$ cat src/rtl/dm_arb_pkg.sv
// Shared types and sizes for the data-memory arbiter.
package dm_arb_pkg;

  typedef enum logic [1:0] {
    IDLE   = 2'd0,
    ACCESS = 2'd1,
    RESP   = 2'd2
  } dm_arb_state_t;

  localparam int NUM_M     = 2;
  localparam int DM_ADDR_W = 16;
  localparam int DM_DATA_W = 32;

  function automatic logic [NUM_M-1:0] onehot2(input logic idx);
    onehot2 = idx ? 2'b10 : 2'b01;
  endfunction

endpackage

$ cat src/rtl/dm_arbiter_rr_pick2.sv
// Two-way round-robin picker: among masked requests, a tie goes to the master that was not served last.
module rr_pick2 (
  input  logic [1:0] req,
  input  logic       last,
  input  logic [1:0] mask,
  output logic       valid,
  output logic       idx
);

  logic [1:0] eff;

  always_comb begin
    eff   = req & mask;
    valid = |eff;
    if (&eff) idx = ~last;
    else      idx = eff[1];
  end

endmodule

$ cat src/rtl/dm_arbiter.sv
// Two-master round-robin sequencer in front of the data memory, one DM access per grant.
// Optional build macro DM_ARB_LOCK_EN adds m_lock so a master can keep the grant back-to-back.
module dm_arbiter
  import dm_arb_pkg::*;
#(
  parameter int ADDR_W = DM_ADDR_W,
  parameter int DATA_W = DM_DATA_W
) (
  input  logic                   clk,
  input  logic                   rst,
  input  logic [1:0]             m_req,
  input  logic [1:0]             m_we,
  input  logic [1:0][ADDR_W-1:0] m_addr,
  input  logic [1:0][DATA_W-1:0] m_wdata,
`ifdef DM_ARB_LOCK_EN
  input  logic [1:0]             m_lock,
`endif
  output logic [1:0]             m_ack,
  output logic [1:0][DATA_W-1:0] m_rdata,
  output logic                   busy,
  output logic                   DM_enable,
  output logic                   DM_write,
  output logic [ADDR_W-1:0]      DM_address,
  output logic [DATA_W-1:0]      DM_in,
  input  logic [DATA_W-1:0]      DM_out,
  output dm_arb_state_t          state_dbg
);

  // Handshake: a master raises m_req with a stable payload and holds both until the
  // single-cycle m_ack; a request that is not granted simply waits, its payload ignored.

  dm_arb_state_t     state;
  logic              gnt;
  logic              we_q;
  logic              rr_last;
  logic [ADDR_W-1:0] addr_q;
  logic [DATA_W-1:0] wdata_q;

  logic [1:0] pick_mask;
  logic       pick_valid;
  logic       pick_idx;
  logic       keep;
  logic       load;
  logic       sel;

  // In RESP the acked master still holds m_req, so only the other one is eligible.
  always_comb begin
    keep = 1'b0;
`ifdef DM_ARB_LOCK_EN
    keep = (state == RESP) && m_lock[gnt] && m_req[gnt];
`endif
    pick_mask = (state == RESP) ? onehot2(~gnt) : 2'b11;
    sel       = keep ? gnt : pick_idx;
    load      = ((state == IDLE) && pick_valid) ||
                ((state == RESP) && (keep || pick_valid));
  end

  rr_pick2 u_pick (
    .req   (m_req),
    .last  (rr_last),
    .mask  (pick_mask),
    .valid (pick_valid),
    .idx   (pick_idx)
  );

  always_ff @(posedge clk or negedge rst) begin
    if (!rst) begin
      state   <= IDLE;
      gnt     <= 1'b0;
      we_q    <= 1'b0;
      rr_last <= 1'b1;
      addr_q  <= '0;
      wdata_q <= '0;
      m_rdata <= '0;
    end else begin
      case (state)
        IDLE: begin
          if (load) begin
            gnt     <= sel;
            we_q    <= m_we[sel];
            addr_q  <= m_addr[sel];
            wdata_q <= m_wdata[sel];
            state   <= ACCESS;
          end
        end
        ACCESS: begin
          if (!we_q) m_rdata[gnt] <= DM_out;
          state <= RESP;
        end
        RESP: begin
          rr_last <= gnt;
          if (load) begin
            gnt     <= sel;
            we_q    <= m_we[sel];
            addr_q  <= m_addr[sel];
            wdata_q <= m_wdata[sel];
            state   <= ACCESS;
          end else begin
            state <= IDLE;
          end
        end
        default: state <= IDLE;
      endcase
    end
  end

  // DM pins are pure decodes of the registered state, so reset silences them at once.
  assign DM_enable  = (state == ACCESS);
  assign DM_write   = (state == ACCESS) && we_q;
  assign DM_address = (state == ACCESS) ? addr_q  : '0;
  assign DM_in      = (state == ACCESS) ? wdata_q : '0;
  assign m_ack      = (state == RESP) ? onehot2(gnt) : 2'b00;
  assign busy       = (state == ACCESS) || (state == RESP);
  assign state_dbg  = state;

endmodule

$ cat config.mk
export PLATFORM = sky130hd
export DESIGN_NAME = dm_arbiter
export DESIGN_NICKNAME = d
export VERILOG_FILES = /design/src/rtl/dm_arb_pkg.sv /design/src/rtl/dm_arbiter_rr_pick2.sv /design/src/rtl/dm_arbiter.sv
export SDC_FILE = /design/constraint.sdc
export NUM_CORES = 1
export LEC_CHECK = 0
export ABC_AREA = 1
export BUFFER_PORTS_ARGS = -buffer_cell sky130_fd_sc_hd__clkbuf_2
export CAP_MARGIN = 10
export CORE_UTILIZATION = 43
export DETAILED_ROUTE_END_ITERATION = 12
export GPL_TIMING_DRIVEN = 0
export PLACE_DENSITY = 0.74
export SETUP_SLACK_MARGIN = 0.02
export SYNTH_ARGS = -nofsm -noshare
export SYNTH_HDL_FRONTEND = slang
export SYNTH_SLANG_ARGS = --single-unit
$ cat constraint.sdc
create_clock -name clk -period 2.57 [get_ports clk]
set_input_delay 0.257 -clock clk [delete_from_list [all_inputs] [get_ports clk]]
set_output_delay 0.257 -clock clk [all_outputs]
set_load 0.1 [all_outputs]
# After elaboration in Yosys (flattened, before gate mapping)
# Index checks and enable logic that the tools add are counted.
# classes
bitwise	3
mux	19
n_lt_le_gt_ge	3
eq_ne	3
reduce_logical	12
# op_table
operator	n
32-bit two-way mux	4
64-bit bitwise mux	1
16-bit two-way mux	3
32-bit demux with 1-bit select	1
2-bit two-way mux	5
2-bit case mux with 3 select lines	1
2-bit AND reduction	3
1-bit logical AND	4
1-bit by 2-bit less-than comparator with 1-bit output (second input constant)	2
1-bit two-way mux	4
2-bit OR reduction	2
2-bit bitwise AND	1
2-bit by 1-bit equality test with 1-bit output (second input constant)	1
2-bit equality test (second input constant)	1
2-bit logical NOT	1
1-bit logical OR	2
2-bit inequality test (second input constant)	1
1-bit NOT	2
1-bit >= comparator (second input constant)	1
# word_totals
regBits	117
output_inout_bits	119
inputBits	134
wordCells	48

# Longest topological paths before layout
# Gate-level depths: netlist of the first run.
# logic_depth
ltp_word	8
depth_mapped	10
ltp_nobuf	9

# Hierarchy
# Synthesis of the first run repeated with hierarchy kept, for this count alone.
# hier_totals
hier_cells	756
hier_area_um2	5662.9
# by_module_without_submodules
mod	area_each_um2	instances	cells_each	seq_area_each_um2
dm_arbiter	5635.4	1	749	2929.1
rr_pick2	27.5	1	7	0.0

# Least setup slack after synthesis of the first run
# No wires, ideal clock.
# synth_timing
kind	flip-flop to output port
from	register state[0], in the netlist state_dbg[0]
to	output port DM_write
arrival_ns	3.121
stages_incl_launch_ff	6
path_slack_ns	-0.808
required_ns	2.313
n_path_buf	2
cell_sequence	dfrtp_1 -> ha_1 -> buf_2 -> clkbuf_1 -> nand2_1 -> inv_1
# synth_via
elab_chain_cells	2
# synth_rtl
element	line_no	text
from (decl)	dm_arbiter.sv:32	dm_arb_state_t state;
from (signal assigned)	dm_arbiter.sv:68	state <= IDLE;
from (signal assigned)	dm_arbiter.sv:83	state <= ACCESS;
from (signal assigned)	dm_arbiter.sv:88	state <= RESP;
2-bit by 1-bit equality test with 1-bit output	-	
named net DM_enable	dm_arbiter.sv:21	output logic DM_enable,
1-bit logical AND	dm_arbiter.sv:109	assign DM_write = (state == ACCESS) && we_q;
to (decl)	dm_arbiter.sv:22	output logic DM_write,
# The timed path passes the listed nets, and every way through them passes these cells.

# Worst setup path in the final report of the first run
# layout_timing
from	register state[1], in the netlist state_dbg[1]
to	output port DM_in[20]
# layout_via
elab_chain_cells	2
# layout_rtl
element	line_no	text
2-bit by 1-bit equality test with 1-bit output	dm_arbiter.sv:111	assign DM_in = (state == ACCESS) ? wdata_q : '0;
32-bit two-way mux	dm_arbiter.sv:111	
to (decl)	dm_arbiter.sv:24	output logic [DATA_W-1:0] DM_in,
# Every way passes these cells.

==> flow_metrics.tcl, run 1 <==
set metrics [dict create \
    cp.required_ns 2.31 \
    path_clk_slew_ns 0.06 \
    viasPerCell 4.61 \
    syn_area_um2 5770 \
    htreeDepth 4 \
    core_area_um2 12800 \
    routedWlPerCell_um 12.7 \
    synth_top_area_share_pct 50.3 \
    finalHoldViolCount 0 \
    antenna_found_initial 0 \
    grt_pass1_wl_mm 26.6 \
    die_y_um 118 \
    crit_type "register to output port" \
    grt_max_degree 113 \
    area_delta_synth_final_pct 41.9 \
    synth_seq_area_share_pct 50.8 \
    end_kind "output port" \
    crit_path_max_fanout 10 \
    max_freq_mhz 405 \
    skew_ns 0.00851 \
    dieArea_um2 13900 \
    fillers 1167 \
    r2r_cells 10 \
    boundaryPins 253 \
    crit_arrival_ns 2.21 \
    track_usage_pct 24.3 \
    numPortBuffers 252 \
    antenna_cells 0 \
    cts_tree "done" \
    status "finished clean" \
    yosys-top-cells-area "dfrtp_1 (50%), nand2_1 (17%), inv_1 (12%), nand3_1 (8.8%), o21ai_0 (5.6%)" \
    max-clock-path-buffers 2 \
    r2r_slack_ns 0.59 \
    hold_start "DM_out[10]" \
    drcViolationCount 0 \
    fin_crit_sh_pct 96.0 \
    rows 41 \
    min_to "m_rdata[42]$_DFFE_PN0P_" \
    die_w_um 118 \
    reg2reg_to "wdata_q[7]$_DFFE_PN0P_" \
    drive_gt1_share_pct 34.1 \
    initial_core_util_pct 45.0 \
    synth_top_cell_by_area "dfrtp_1" \
    cap_violations 0 \
    cts-buffers-inserted 17 \
    yosysWarnings 0 \
    grt_pass1_vias 5536 \
    min_path_cells 3 \
    insertion_delay_ns 0.42 \
    vias 5771 \
    synth.net_count 932 \
    synthesis.instances 794 \
    utilization_pct 63.8 \
    gp_congestion 0.894 \
    slew_viol_final 0 \
    synth.distinct_cells 18 \
    drt_iter0_markers 371 \
    nNetsFinal 1205 \
    r2r-start "state_dbg[0]$_DFFE_PN0P_" \
    setup_viol 0 \
    cts_setup_buffers 0 \
    slew_headroom_pct 62.1 \
    routed_wl_mm 15.9 \
    first_pass_iters 4 \
    cts-root-buf "clkbuf_16" \
    cts.sinks 117 \
    finalCriticalPeriod_ns 2.47 \
    final_common_cell "nand2_1" \
    layout_common_cells "nand2_1 (268), clkbuf_2 (207), inv_1 (136)" \
    syn_avg_cell_area_um2 7.26 \
    hp-class "input pin to register" \
    rsz0062_at_grt "no" \
    crit_path_start_kind "register" \
    dp_hpwl_mm 11.8 \
    overflow 0 \
    tightest_slew_ns 0.570 \
    drtAntennaViolNets 0 \
    ys_seq_elements 117 \
]
cell families (layout without fill, tap and decap cells):
| group | after synthesis | count (layout) | share of synthesized area (%) |
|---|---|---|---|
| DFF | 117 | 117 | 50.8 |
| and+or+nand+nor | 374 | 374 | 26.7 |
| AOI/OAI and AO/OA | 69 | 69 | 6.12 |
| adders and majority gates | 4 | 4 | 0.868 |
| buffers and inverters | 230 | 516 | 15.6 |
layer usage:
layer,track usage (%),share of wire (%)
met1,30.8,44
met2,40.6,49
met3,5.14,5.2
met4,9.38,2.0
met5,0,0
state kept, by name (all words and copies together) (netlist names):
register and cells:
gnt 1, wdata_q 32, addr_q 16, rr_last 1, we_q 1, m_rdata 64
state_dbg 2
cells in the mapped netlist:
cell,number
ha_1,4
o21ai_0,65
nor2_1,3
o21ai_1,2
buf_2,18
nand2_1,268
clkbuf_1,23
inv_1,185
a21oi_2,1
buf_6,1
o21ai_2,1
nand3_2,1
inv_2,2
nand2_2,1
dfstp_2,1
nand3_1,101
buf_4,1
dfrtp_1,116
stage by stage:
| stage | TNS (ns) | worst slack [ns] | cell area, µm² | instances | hold slack, ns |
|---|---|---|---|---|---|
| floorplan | 0 | 0.207 | 5970 | 794 | -0.0386 |
| finish | 0 | 0.103 | 8190 | 1252 | 0.0836 |
| global placement | -57.99 | -0.737 | 7440 | 1218 | 0.462 |
| global route | 0 | 0.0204 | 8190 | 1252 | 0.0806 |
| detailed placement | 0 | 0.251 | 7480 | 1219 | 0.0803 |
| CTS | 0 | 0.0190 | 8140 | 1252 | 0.0745 |
cell type report:
| cell class | count | area (µm²) | area share, % |
|---|---|---|---|
| tap | 172 | 215 | 2.63 |
| inverter | 187 | 886 | 10.8 |
| clock buffer | 20 | 457 | 5.58 |
| clock inverter | 12 | 154 | 1.88 |
| timing repair buffer | 254 | 1390 | 16.9 |
| sequential | 117 | 2930 | 35.8 |
| buffer | 43 | 201 | 2.46 |
| multi-input combinational | 447 | 1950 | 23.9 |
worst max-delay path, cell delays in order (launching register included):
cell        delay (ns)
dfrtp_2           0.42
inv_1             0.13
ha_4              0.15
buf_2             0.19
clkbuf_2          0.27
nand2_1           0.13
clkinvlp_4        0.09
buf_2             0.41
worst max-delay path by stage:
stage	startpoint	end	slack (ns)
2_1_floorplan	state_dbg[1]$_DFFE_PN0P_	DM_address[10]	0.21
3_3_place_gp	rst	state_dbg[1]$_DFFE_PN0P_	-0.74
3_5_place_dp	state_dbg[1]$_DFFE_PN0P_	DM_in[27]	0.25
4_1_cts	state_dbg[1]$_DFFE_PN0P_	DM_in[27]	0.02
5_1_grt	state_dbg[1]$_DFFE_PN0P_	DM_in[20]	0.02
6_report	state_dbg[1]$_DFFE_PN0P_	DM_in[20]	0.10
what timing repair did:
item / 4_1_cts / 5_1_grt
hold buffers: 1 / 0
setup endpoints to repair: 49 / 46
pin swaps: 0 / 0
resized for setup: 17 / 57
hold endpoints to repair: 93 / 0
Power of run 1 is not shown: default switching activity piles up to over one toggle a cycle in this logic, so the estimate is an artifact.
==> run 2: changes to the inputs <==
CORE_UTILIZATION = 35   (was 43)
PLACE_DENSITY = default   (was 0.74)
==> run 2 against run 1 <==
Effect of this change: register-to-register slack about the same; final cell count is 3.5% higher; flip-flop and latch count did not move; sequential share of layout area down 0.35 points; core utilization shrank 12 points; worst setup slack better by 0.039 ns; die area increased by 22%; wire length grew 4.8%; clock-buffer cell count shrank 2; maximum frequency grew 1.6%; global-route usage fell by 4.0 points; non-clock buffer count is the same; largest cell class unchanged; highest routed layer unchanged.
==> flow_metrics.tcl, run 2 (synthesis gave the netlist of run 1 again) <==
set metrics [dict create \
    gp_congestion 0.794 \
    place_inst 1263 \
    post_dp_cell_area_um2 7530 \
    finalCriticalPeriod_ns 2.43 \
    stdcell_area_um2 8270 \
    largest_reg_flops 64 \
    slew_headroom_pct 61.7 \
    insertion_delay_ns 0.41 \
    drcViolationCount 0 \
    whs_ns 0.0944 \
    drt_iter0_markers 292 \
    cpMostUsedCell "buf_2" \
    slowest_delay_ns 0.42 \
    crit_type "register to output port" \
    skew_ns 0.0159 \
    path_clk_slew_ns 0.06 \
    dp_hpwl_mm 12.5 \
    crit_path_max_fanout 10 \
    antenna_cells 0 \
    max-clock-path-buffers 2 \
    cp.required_ns 2.31 \
    area_delta_synth_final_pct 43.3 \
    track_usage_pct 20.3 \
    hp-class "input pin to register" \
    rsz0062_at_grt "no" \
    worst-path-buf-inv 5 \
    cap_violations 0 \
    numPortBuffers 252 \
    boundaryPins 253 \
    setup_viol 0 \
    final-instance-count-excl-fill 1296 \
    reg2reg_to "m_rdata[8]$_DFFE_PN0P_" \
    nNetsFinal 1205 \
    r2r_cells 7 \
    layout_common_cells "nand2_1 (268), clkbuf_2 (207), inv_1 (136)" \
    rows 46 \
    critPathTopFamily "buffers and inverters" \
    first_pass_iters 4 \
    drtAntennaViolNets 0 \
    drive_gt1_share_pct 34.2 \
    fin_crit_sh_pct 94.5 \
    dieArea_um2 17000 \
    status "finished clean" \
    end_kind "output port" \
    crit_arrival_ns 2.17 \
    grt_max_degree 61 \
    max_freq_mhz 412 \
    hold_start "DM_out[19]" \
    grt_pass1_wl_mm 26.4 \
    top_register "m_rdata" \
    crit_path_cell_trace "inv_1 -> ha_4 -> buf_2 -> clkbuf_2 -> nand2_1 -> clkinvlp_4 -> buf_2" \
    crit_path_start_kind "register" \
    cts-buffers-inserted 17 \
    antenna_found_initial 0 \
    vias 5652 \
    min_path_cells 3 \
    final_common_cell "nand2_1" \
    overflow 0 \
    r2r_slack_ns 0.60 \
    finalHoldViolCount 0 \
    r2r-start "state_dbg[1]$_DFFE_PN0P_" \
    grt_pass1_vias 5329 \
    routedWlPerCell_um 12.9 \
    core_area_um2 16000 \
    cts.sinks 117 \
    routed_wl_mm 16.7 \
    htreeDepth 4 \
    min_to "m_rdata[19]$_DFFE_PN0P_" \
    fillers 1666 \
    slew_viol_final 0 \
    viasPerCell 4.36 \
    cts_tree "done" \
    cts_setup_buffers 0 \
    cts-root-buf "clkbuf_16" \
    initial_core_util_pct 36.0 \
    tns_ns 0 \
    cp_slowest_cell "dfrtp_2" \
    die_y_um 130 \
    reg_top3 "m_rdata (64), wdata_q (32), addr_q (16)" \
    tightest_slew_ns 0.578 \
    die_w_um 130 \
]
-- run 2: tightest hold or removal path, delay by kind of cell --
kind            cells  cell delay [ns]
buf+inv             2             0.13
compound gates      1             0.07
-- run 2: per-layer routing --
layer | global-route usage, % | vias up | share of wire [%]
met1 | 26.0 | 2583 | 46
met2 | 33.5 | 159 | 48
met4 | 7.64 | 0 | 1.6
met5 | 0 | - | 0
met3 | 4.52 | 14 | 4.3
li1 | - | 2896 | -
-- run 2: worst max-delay path by stage --
stage | startpoint | endpoint | cells past startpoint
after CTS | state_dbg[1]$_DFFE_PN0P_ | DM_in[26] | 7
after global placement | rst | state_dbg[0]$_DFFE_PN0P_ | 1
final | state_dbg[1]$_DFFE_PN0P_ | DM_in[12] | 7
after floorplan | state_dbg[1]$_DFFE_PN0P_ | DM_address[10] | 6
after detailed placement | state_dbg[1]$_DFFE_PN0P_ | DM_in[31] | 7
after global routing | state_dbg[1]$_DFFE_PN0P_ | DM_address[4] | 7
-- run 2: stage by stage --
step	util (%)	setup WS [ns]
after CTS	51.4	0.0275
after global routing	51.7	0.0215
after global placement	46.9	-0.860
after detailed placement	47.1	0.220
after floorplan	-	0.207
final	51.7	0.142
-- run 2: repair_timing --
| action | in CTS | in global routing |
|---|---|---|
| gates resized for setup | 8 | 64 |
| endpoints found under the setup margin | 49 | 46 |
| pin swaps | 0 | 0 |
| endpoints found under the hold margin | 57 | 0 |
| hold buffers | 1 | 0 |
-- run 2: cell type report --
type	instances	area (µm²)	area share, %
buffer	43	201	2.44
clock buffer	18	439	5.31
clock inverter	14	224	2.71
inverter	187	886	10.7
multi-input combinational	447	1950	23.6
sequential	117	2930	35.5
tap	216	270	3.27
timing repair buffer	254	1360	16.5
Power of run 2 is left out for the same reason.
